File: config.mk
export PLATFORM = sky130hd
export DESIGN_NAME = issue_scoreboard
export DESIGN_NICKNAME = d
export VERILOG_FILES = /design/src/rtl/issue_scoreboard.sv
export SDC_FILE = /design/constraint.sdc
export NUM_CORES = 1
export LEC_CHECK = 0
export CAP_MARGIN = 10
export CORE_MARGIN = 2
export CORE_UTILIZATION = 26
export CTS_CLUSTER_SIZE = 14
export DETAILED_ROUTE_END_ITERATION = 8
export PLACE_DENSITY_LB_ADDON = 0.3
export SLEW_MARGIN = 10
export SYNTH_ARGS = -nofsm -noshare
export SYNTH_HDL_FRONTEND = slang
export SYNTH_SLANG_ARGS = --single-unit
File: constraint.sdc
create_clock -name clk2 -period 2.39 [get_ports clk2]
set_input_delay 0.3585 -clock clk2 [delete_from_list [all_inputs] [get_ports clk2]]
set_output_delay 0.3585 -clock clk2 [all_outputs]
set_load 0.02 [all_outputs]
File: src/rtl/issue_scoreboard.sv
// Issue scoreboard: tracks in-flight register writes with per-register
// pending counters, stalls decode on RAW hazards or counter saturation,
// and supports a drain handshake that empties the pipeline before holding.
module issue_scoreboard (
  input  logic       clk2,
  input  logic       rst_n,
  input  logic       id_valid,
  input  logic [2:0] id_rs1,
  input  logic       id_rs1_use,
  input  logic [2:0] id_rs2,
  input  logic       id_rs2_use,
  input  logic [2:0] id_rd,
  input  logic       id_RegWrite,
  input  logic       wb_RegWrite,
  input  logic [2:0] wb_regwradd,
  input  logic       drain_req,
  output logic       issue,
  output logic       stall,
  output logic [7:0] busy,
  output logic       drain_done,
  output logic       sb_err
);

  typedef enum logic [1:0] {RUN, DRAIN, DONE} state_t;

  state_t     state_q, state_d;
  logic [1:0] cnt_q [8];
  logic [1:0] cnt_d [8];
  logic       sb_err_q, sb_err_d;
  logic [7:0] inc;
  logic [7:0] dec;
  logic       hazard;
  logic       full;
  logic       all_zero;

  // Busy view of the registered counters; the drain condition is all-clear
  always_comb begin
    busy = 8'h00;
    for (int r = 0; r < 8; r++) begin
      busy[r] = (cnt_q[r] != 2'd0);
    end
    all_zero = (busy == 8'h00);
  end

  // Hazard and saturation checks see only registered counts, never same-cycle releases
  always_comb begin
    hazard = id_valid & ((id_rs1_use & (cnt_q[id_rs1] != 2'd0)) |
                         (id_rs2_use & (cnt_q[id_rs2] != 2'd0)));
    full   = id_valid & id_RegWrite & (cnt_q[id_rd] == 2'd3);
  end

  // Per-register increment (issued write) and decrement (writeback) strobes
  always_comb begin
    inc = 8'h00;
    dec = 8'h00;
    for (int r = 0; r < 8; r++) begin
      inc[r] = issue & id_RegWrite & (id_rd == 3'(r));
      dec[r] = wb_RegWrite & (wb_regwradd == 3'(r));
    end
  end

  // Counter update; a release with nothing pending holds at zero and flags a fault
  always_comb begin
    sb_err_d = sb_err_q;
    for (int r = 0; r < 8; r++) begin
      cnt_d[r] = cnt_q[r];
      if (inc[r] && !dec[r]) begin
        cnt_d[r] = cnt_q[r] + 2'd1;
      end else if (dec[r] && !inc[r]) begin
        if (cnt_q[r] == 2'd0) begin
          sb_err_d = 1'b1;
        end else begin
          cnt_d[r] = cnt_q[r] - 2'd1;
        end
      end
    end
  end

  // Counter and sticky error registers
  always_ff @(posedge clk2 or negedge rst_n) begin
    if (!rst_n) begin
      for (int r = 0; r < 8; r++) begin
        cnt_q[r] <= 2'd0;
      end
      sb_err_q <= 1'b0;
    end else begin
      for (int r = 0; r < 8; r++) begin
        cnt_q[r] <= cnt_d[r];
      end
      sb_err_q <= sb_err_d;
    end
  end

  // Drain FSM state register
  always_ff @(posedge clk2 or negedge rst_n) begin
    if (!rst_n) begin
      state_q <= RUN;
    end else begin
      state_q <= state_d;
    end
  end

  // Drain FSM next state; once draining, the drain always runs to completion
  always_comb begin
    state_d = state_q;
    case (state_q)
      RUN:     if (drain_req) state_d = DRAIN;
      DRAIN:   if (all_zero) state_d = DONE;
      DONE:    if (!drain_req) state_d = RUN;
      default: state_d = RUN;
    endcase
  end

  // Decode handshake outputs; issue is combinational and only possible in RUN
  always_comb begin
    stall      = id_valid & (hazard | full | (state_q != RUN));
    issue      = id_valid & ~stall;
    drain_done = (state_q == DONE);
    sb_err     = sb_err_q;
  end

endmodule

# Yosys cells after proc, flatten, opt, wreduce, memory -nomap -nowiden
# Cells that the tools add are included.
[op_classes]
add_sub_neg = 16
magnitude_cmp = 3
n_eq_ne = 28
mux = 61
bitwise = 31
n_reduce_logical = 72
[ops]
columns = ["cell", "count"]
rows = [
  ["$mux 2", 33],
  ["$reduce_bool 2->1", 19],
  ["$and 1x1->1", 24],
  ["$eq 3x3->1 const B", 8],
  ["$mux 1", 24],
  ["$ne 2x2->1 const B", 11],
  ["$bmux 2 s3", 3],
  ["$logic_not 2->1", 9],
  ["$add 2x1->2 const B", 8],
  ["$logic_and 1x1->1", 16],
  ["$logic_not 1->1", 16],
  ["$reduce_and 2->1", 8],
  ["$sub 2x1->2 const B", 8],
  ["$eq 3x2->1 const B", 4],
  ["$ge 4x4->1 const B", 3],
  ["$not 3->4", 3],
  ["$logic_not 8->1", 1],
  ["$eq 3x1->1 const B", 2],
  ["$logic_not 3->1", 2],
  ["$pmux 2 s3", 1],
  ["$eq 2x2->1 const B", 2],
  ["$or 1x1->1", 3],
  ["$reduce_and 3->1", 1],
  ["$eq 2x1->1 const B", 1],
  ["$not 1->1", 1],
]
[word_totals]
reg_bits = 19
out_inout_bits = 12
word_cells = 221

# Logic depth before layout (Yosys ltp)
[depth]
ltp_word = 40
ltp_mapped = 11
mapped_depth_nobuf = 10

# Worst setup path after synthesis
# No wires, ideal clock.
[synth_path]
path_kind = "register to register"
start = "register cnt_q[6] in the netlist's numbering"
end = "register sb_err_q (netlist: sb_err)"
setup_ns = 0.133
arrival_time_ns = 2.545
required_time_ns = 2.257
slack_ns = -0.288
stages_incl_launch_ff = 10
path_buffers = 0
synth_period_minus_slack_ns = 2.678
path_cell_list = "dfrtp_1 > or2_1 > o311a_2 > a32o_2 > nor4_4 > and2_1 > ha_1 > nor3b_1 > nor4_1 > nand3_1"
[synth_via]
elab_chain_cells = 39
elab_cells_between_ends = 79
cone_classes = "eq/ne (1); mux (32); bitwise (19); reduce/logical (27)"
[synth_lines]
columns = ["element", "line_no", "text"]
rows = [
  ["start: declaration", "27", "logic [1:0] cnt_q [8];"],
  ["start signal: indexed assignment", "88", "cnt_q[r] <= cnt_d[r];"],
  ["$bmux 2 s3 (on tied branches)", "47, 48", ""],
  ["$mux 2 (on tied branches) (2 in a row)", "47, 48", ""],
  ["$reduce_bool 2->1 (on tied branches)", "47, 48", ""],
  ["$and 1x1->1 (on tied branches)", "47, 48", ""],
  ["$or 1x1->1", "47", "hazard = id_valid & ((id_rs1_use & (cnt_q[id_rs1] != 2'd0)) |"],
  ["$and 1x1->1", "47", ""],
  ["$or 1x1->1 (2 in a row)", "116", "stall = id_valid & (hazard | full | (state_q != RUN));"],
  ["$and 1x1->1", "116", ""],
  ["[22 not listed]", "n/a", ""],
  ["$mux 1", "67", "if (inc[r] && !dec[r]) begin"],
  ["$mux 1", "70", "if (cnt_q[r] == 2'd0) begin"],
  ["$mux 1", "69", "end else if (dec[r] && !inc[r]) begin"],
  ["$mux 1", "67", ""],
  ["$mux 1", "70", ""],
  ["$mux 1", "69", ""],
  ["$mux 1 (*)", "67", ""],
  ["named net sb_err_d", "29", "logic sb_err_q, sb_err_d;"],
  ["end signal: assignment", "90", "sb_err_q <= sb_err_d;"],
  ["end: declaration", "29", ""],
]
# The timed path passes the listed nets; every way through them passes the cells marked *. The select of a mux whose other input is x is not followed.
# A chain may end at the register's enable or synchronous reset.

# Worst setup path after layout
[layout_path]
start = "register cnt_q[2] in the netlist's numbering"
end = "register cnt_q[13] in the netlist's numbering"
[layout_via]
elab_chain_cells = 18
elab_cells_between_ends = 31
cone_classes = "eq/ne (2); mux (10); bitwise (12); reduce/logical (7)"
[layout_lines]
columns = ["element", "line_no", "text"]
rows = [
  ["$bmux 2 s3 (on tied branches)", "47, 48", ""],
  ["$mux 2 (on tied branches) (2 in a row)", "47, 48", ""],
  ["$reduce_bool 2->1 (on tied branches)", "47, 48", ""],
  ["$and 1x1->1 (on tied branches)", "47, 48", ""],
  ["$or 1x1->1", "47", ""],
  ["$and 1x1->1", "47", ""],
  ["$or 1x1->1 (*) (2 in a row)", "116", ""],
  ["$and 1x1->1 (*)", "116", ""],
  ["$not 1->1 (*)", "117", "issue = id_valid & ~stall;"],
  ["$and 1x1->1 (*)", "117", ""],
  ["$and 1x1->1 (*) (2 in a row)", "57", "inc[r] = issue & id_RegWrite & (id_rd == 3'(r));"],
  ["$logic_not 1->1", "69", ""],
  ["$logic_and 1x1->1", "69", ""],
  ["$reduce_bool 2->1 (no source line)", "n/a", ""],
  ["$reduce_and 2->1 (no source line)", "n/a", ""],
]
# Mark *: on every way between the ends. The rest lies on a longest branch, timed or not. The select of a mux whose other input is x is not followed.

==> results.cfg <==
[status]
status = finished, violations left
violations = negative setup slack

[power_and_ir_drop]
power_frac_seq = 0.358
power_switching_mw = 0.351
p_clk_frac = 0.240
switching_share = 0.345
peakVddDrop_mv = 0.166
p_int_mw = 0.667
power_mw = 1.02
pwr-share-comb = 0.401
power.density_nw_per_um2 = 343
leakagePower_nw = 1.36

[layout]
layout-drive-gt1-share = 0.379
area_delta_synth_final_pct = 61.7
diodes = 0
fillCellCount = 696
fin_area_um2 = 2970
nNetsFinal = 346

[timing]
rsz0062_at_grt = yes
worstMarginPinSlew_ns = 0.401
hold_ws_ns = 0.439
slew_headroom = 0.732
hold_viol_final = 0
finalCritPeriodShare = 1.10
finalSetupViolCount = 15
clock_skew_ns = 0.00588
final-max-slew-violation-count = 0
fmax_mhz = 380
min_period_ns = 2.63
setup_ws_ns = -0.243

[floorplan]
core_area_um2 = 6830
num_rows = 30
start_util = 0.269
fp.dieW_um = 88.1
dieArea_um2 = 7750
ios = 32
fp.dieH_um = 88.1

[yosys]
synth_area_um2 = 1840
synth_ff_type = dfrtp_1
synth_cells = 235
ys_warn_count = 0
synth.distinct_cells = 41
avgSynthCellArea_um2 = 7.82
synth-seq-cells = 19
synth_edf_count = 0
yosysSeqAreaShare = 0.259
ys_async_sr_fraction = 1.00
syn_nets = 271

[job]
cap_violations = 0

[clock_tree]
hold_buffers = 0
cts-root-buf = clkbuf_8
cts_buffer_depth = 2
clk_latency_ns = 0.27
cts_tree = done
cts_made_buffers = 3
cts_num_sinks = 19
path_clk_slew_ns = 0.09
htreeDepth = 1

[routing]
dr_total_vias = 1966
first_iter_violations = 101
wire_per_inst_um = 14.8
drc = 0
final_antenna_net_count = 0
drt-total-wl_um = 5980
dr.pass1.iters = 4
via_per_inst = 4.85

[worst_setup_path]
worstPathArrival_ns = 2.79
timing.rr.start = cnt_q[2]$_DFFE_PN0P_
worst_setup_path_end_kind = register
criticalPathCategory = reg -> reg
worst_r2r_endpoint = cnt_q[13]$_DFFE_PN0P_
required_ns = 2.55
reg2reg_depth = 11
path_max_fanout = 7
rrSetupSlack_ns = -0.24
crit_path_start_kind = register

[grt]
grt_pass1_wl_um = 9510
grt_max_degree = 20
antenna_found_initial = 0
grt_overflow_total = 0
first_global_vias = 1906
grtUsageTotal = 0.160

[hold_path]
hp-class = in -> async

[placed_design]
port_buffers = 31
preCtsSetupSlack_ns = -0.695
gp_congestion = 0.873
dp.final_hpwl_um = 4600
dpl-instance-area_um2 = 2540
[cell usage after synthesis (2+ instances only)]
| library cell | number | area share |
|---|---|---|
| or2_2 | 5 | 0.017 |
| ha_1 | 16 | 0.11 |
| nor4b_1 | 5 | 0.024 |
| inv_1 | 13 | 0.027 |
| clkbuf_1 | 3 | 0.0061 |
| and2_1 | 5 | 0.017 |
| and4_1 | 4 | 0.019 |
| nor4_1 | 3 | 0.010 |
| nor2_1 | 16 | 0.033 |
| o21ai_0 | 28 | 0.076 |
| nand4_1 | 7 | 0.024 |
| dfrtp_1 | 19 | 0.26 |
| nor3b_1 | 18 | 0.074 |
| a311o_1 | 2 | 0.011 |
| nand3_1 | 6 | 0.016 |
| nor2b_1 | 17 | 0.058 |
| and2b_1 | 2 | 0.0082 |
| nand2_1 | 38 | 0.078 |
| nor3_1 | 6 | 0.016 |
[worst max-delay path: stages (launching register included)]
cell     delay, ns
dfrtp_1       0.42
or2_4         0.26
or3b_1        0.35
a32o_2        0.33
nor3_4        0.20
buf_6         0.14
buf_4         0.11
nand4_1       0.14
ha_4          0.33
nor3_2        0.04
a21oi_1       0.14
o21ai_1       0.07
[power by group through the flow]
stage / registers, mW / clock network, mW / logic, mW
after CTS: 0.366 / 0.251 / 0.362
after floorplan: 0.360 / 0 / 0.184
final: 0.365 / 0.245 / 0.409
after global routing: 0.370 / 0.261 / 0.442
after detailed placement: 0.372 / 0 / 0.340
after global placement: 0.371 / 0 / 0.336
[timing repair]
action,4_1_cts,5_1_grt
setup endpoints to repair,19,19
buffers inserted,2,3
resized for setup,75,25
pin swaps,26,16
[registers in the layout, summed over array words and instances (netlist names)]
| name | count |
|---|---|
| cnt_q | 16 |
| state_q | 2 |
| sb_err | 1 |
[cell usage in the layout, fill, tap and decap left out, types with 2 or more instances in the layout]
master	Yosys	routed
nor4_2	0	3
nand2_2	0	3
o21ai_1	0	15
nor3_2	0	2
nor2_2	0	3
and4_1	4	3
buf_4	0	37
nand2_1	38	34
nor3b_1	18	8
nor4b_2	0	3
nor3b_2	0	9
a311o_1	2	2
or2_2	5	5
nor2_1	16	13
clkdlybuf4s50_1	0	23
dlygate4sd2_1	0	6
nor4b_1	5	2
clkbuf_8	0	3
nor3_1	6	4
or2_4	1	2
dfrtp_1	19	19
nor2b_2	0	3
o21ai_0	28	13
ha_4	0	13
nand3_1	6	6
ha_2	0	3
buf_6	1	9
inv_1	13	12
and2_4	0	4
nand4_1	7	7
nor2b_1	17	14
and2b_1	2	2
[worst max path at each step]
stage / start / endpoint / slack (ns)
3_5_place_dp: id_rd[1] / issue / -0.70
3_3_place_gp: id_rd[1] / issue / -0.69
6_report: cnt_q[2]$_DFFE_PN0P_ / cnt_q[13]$_DFFE_PN0P_ / -0.24
5_1_grt: cnt_q[2]$_DFFE_PN0P_ / cnt_q[13]$_DFFE_PN0P_ / -0.32
2_1_floorplan: cnt_q[3]$_DFFE_PN0P_ / sb_err$_DFF_PN0_ / -0.09
4_1_cts: cnt_q[2]$_DFFE_PN0P_ / sb_err$_DFF_PN0_ / -0.15
[per-stage QoR]
stage	TNS [ns]	util	std cells
finish	-1.65	0.435	405
floorplan	-0.109	-	235
CTS	-0.446	0.420	402
global route	-3.58	0.435	405
global placement	-10.53	0.372	396
detailed placement	-10.91	0.372	396
[kinds of logic after synthesis]
kind of cell	count (synthesis)	share of synthesized area
simple gates	141	0.444
compound gates	40	0.133
mux	1	0.0143
buf+inv	18	0.0409
fa+ha+maj	16	0.109
flops	19	0.259
[metal layers]
layer	wire length (um)	vias up	track usage
met5	0	-	0
met4	36	0	0.0317
met3	305	4	0.0311
met2	2850	35	0.262
met1	2790	943	0.222
li1	-	984	-
[cell type report]
| cell class | instances | area, um^2 | area share |
|---|---|---|---|
| multi-input combinational | 198 | 1620 | 0.545 |
| timing repair buffer | 75 | 662 | 0.223 |
| sequential | 19 | 475 | 0.160 |
| tap | 96 | 120 | 0.0404 |
| inverter | 13 | 48.8 | 0.0164 |
| clock buffer | 3 | 41.3 | 0.0139 |
| clock inverter | 1 | 5.00 | 0.00168 |
No activity file was read; power rests on OpenSTA's default activity.
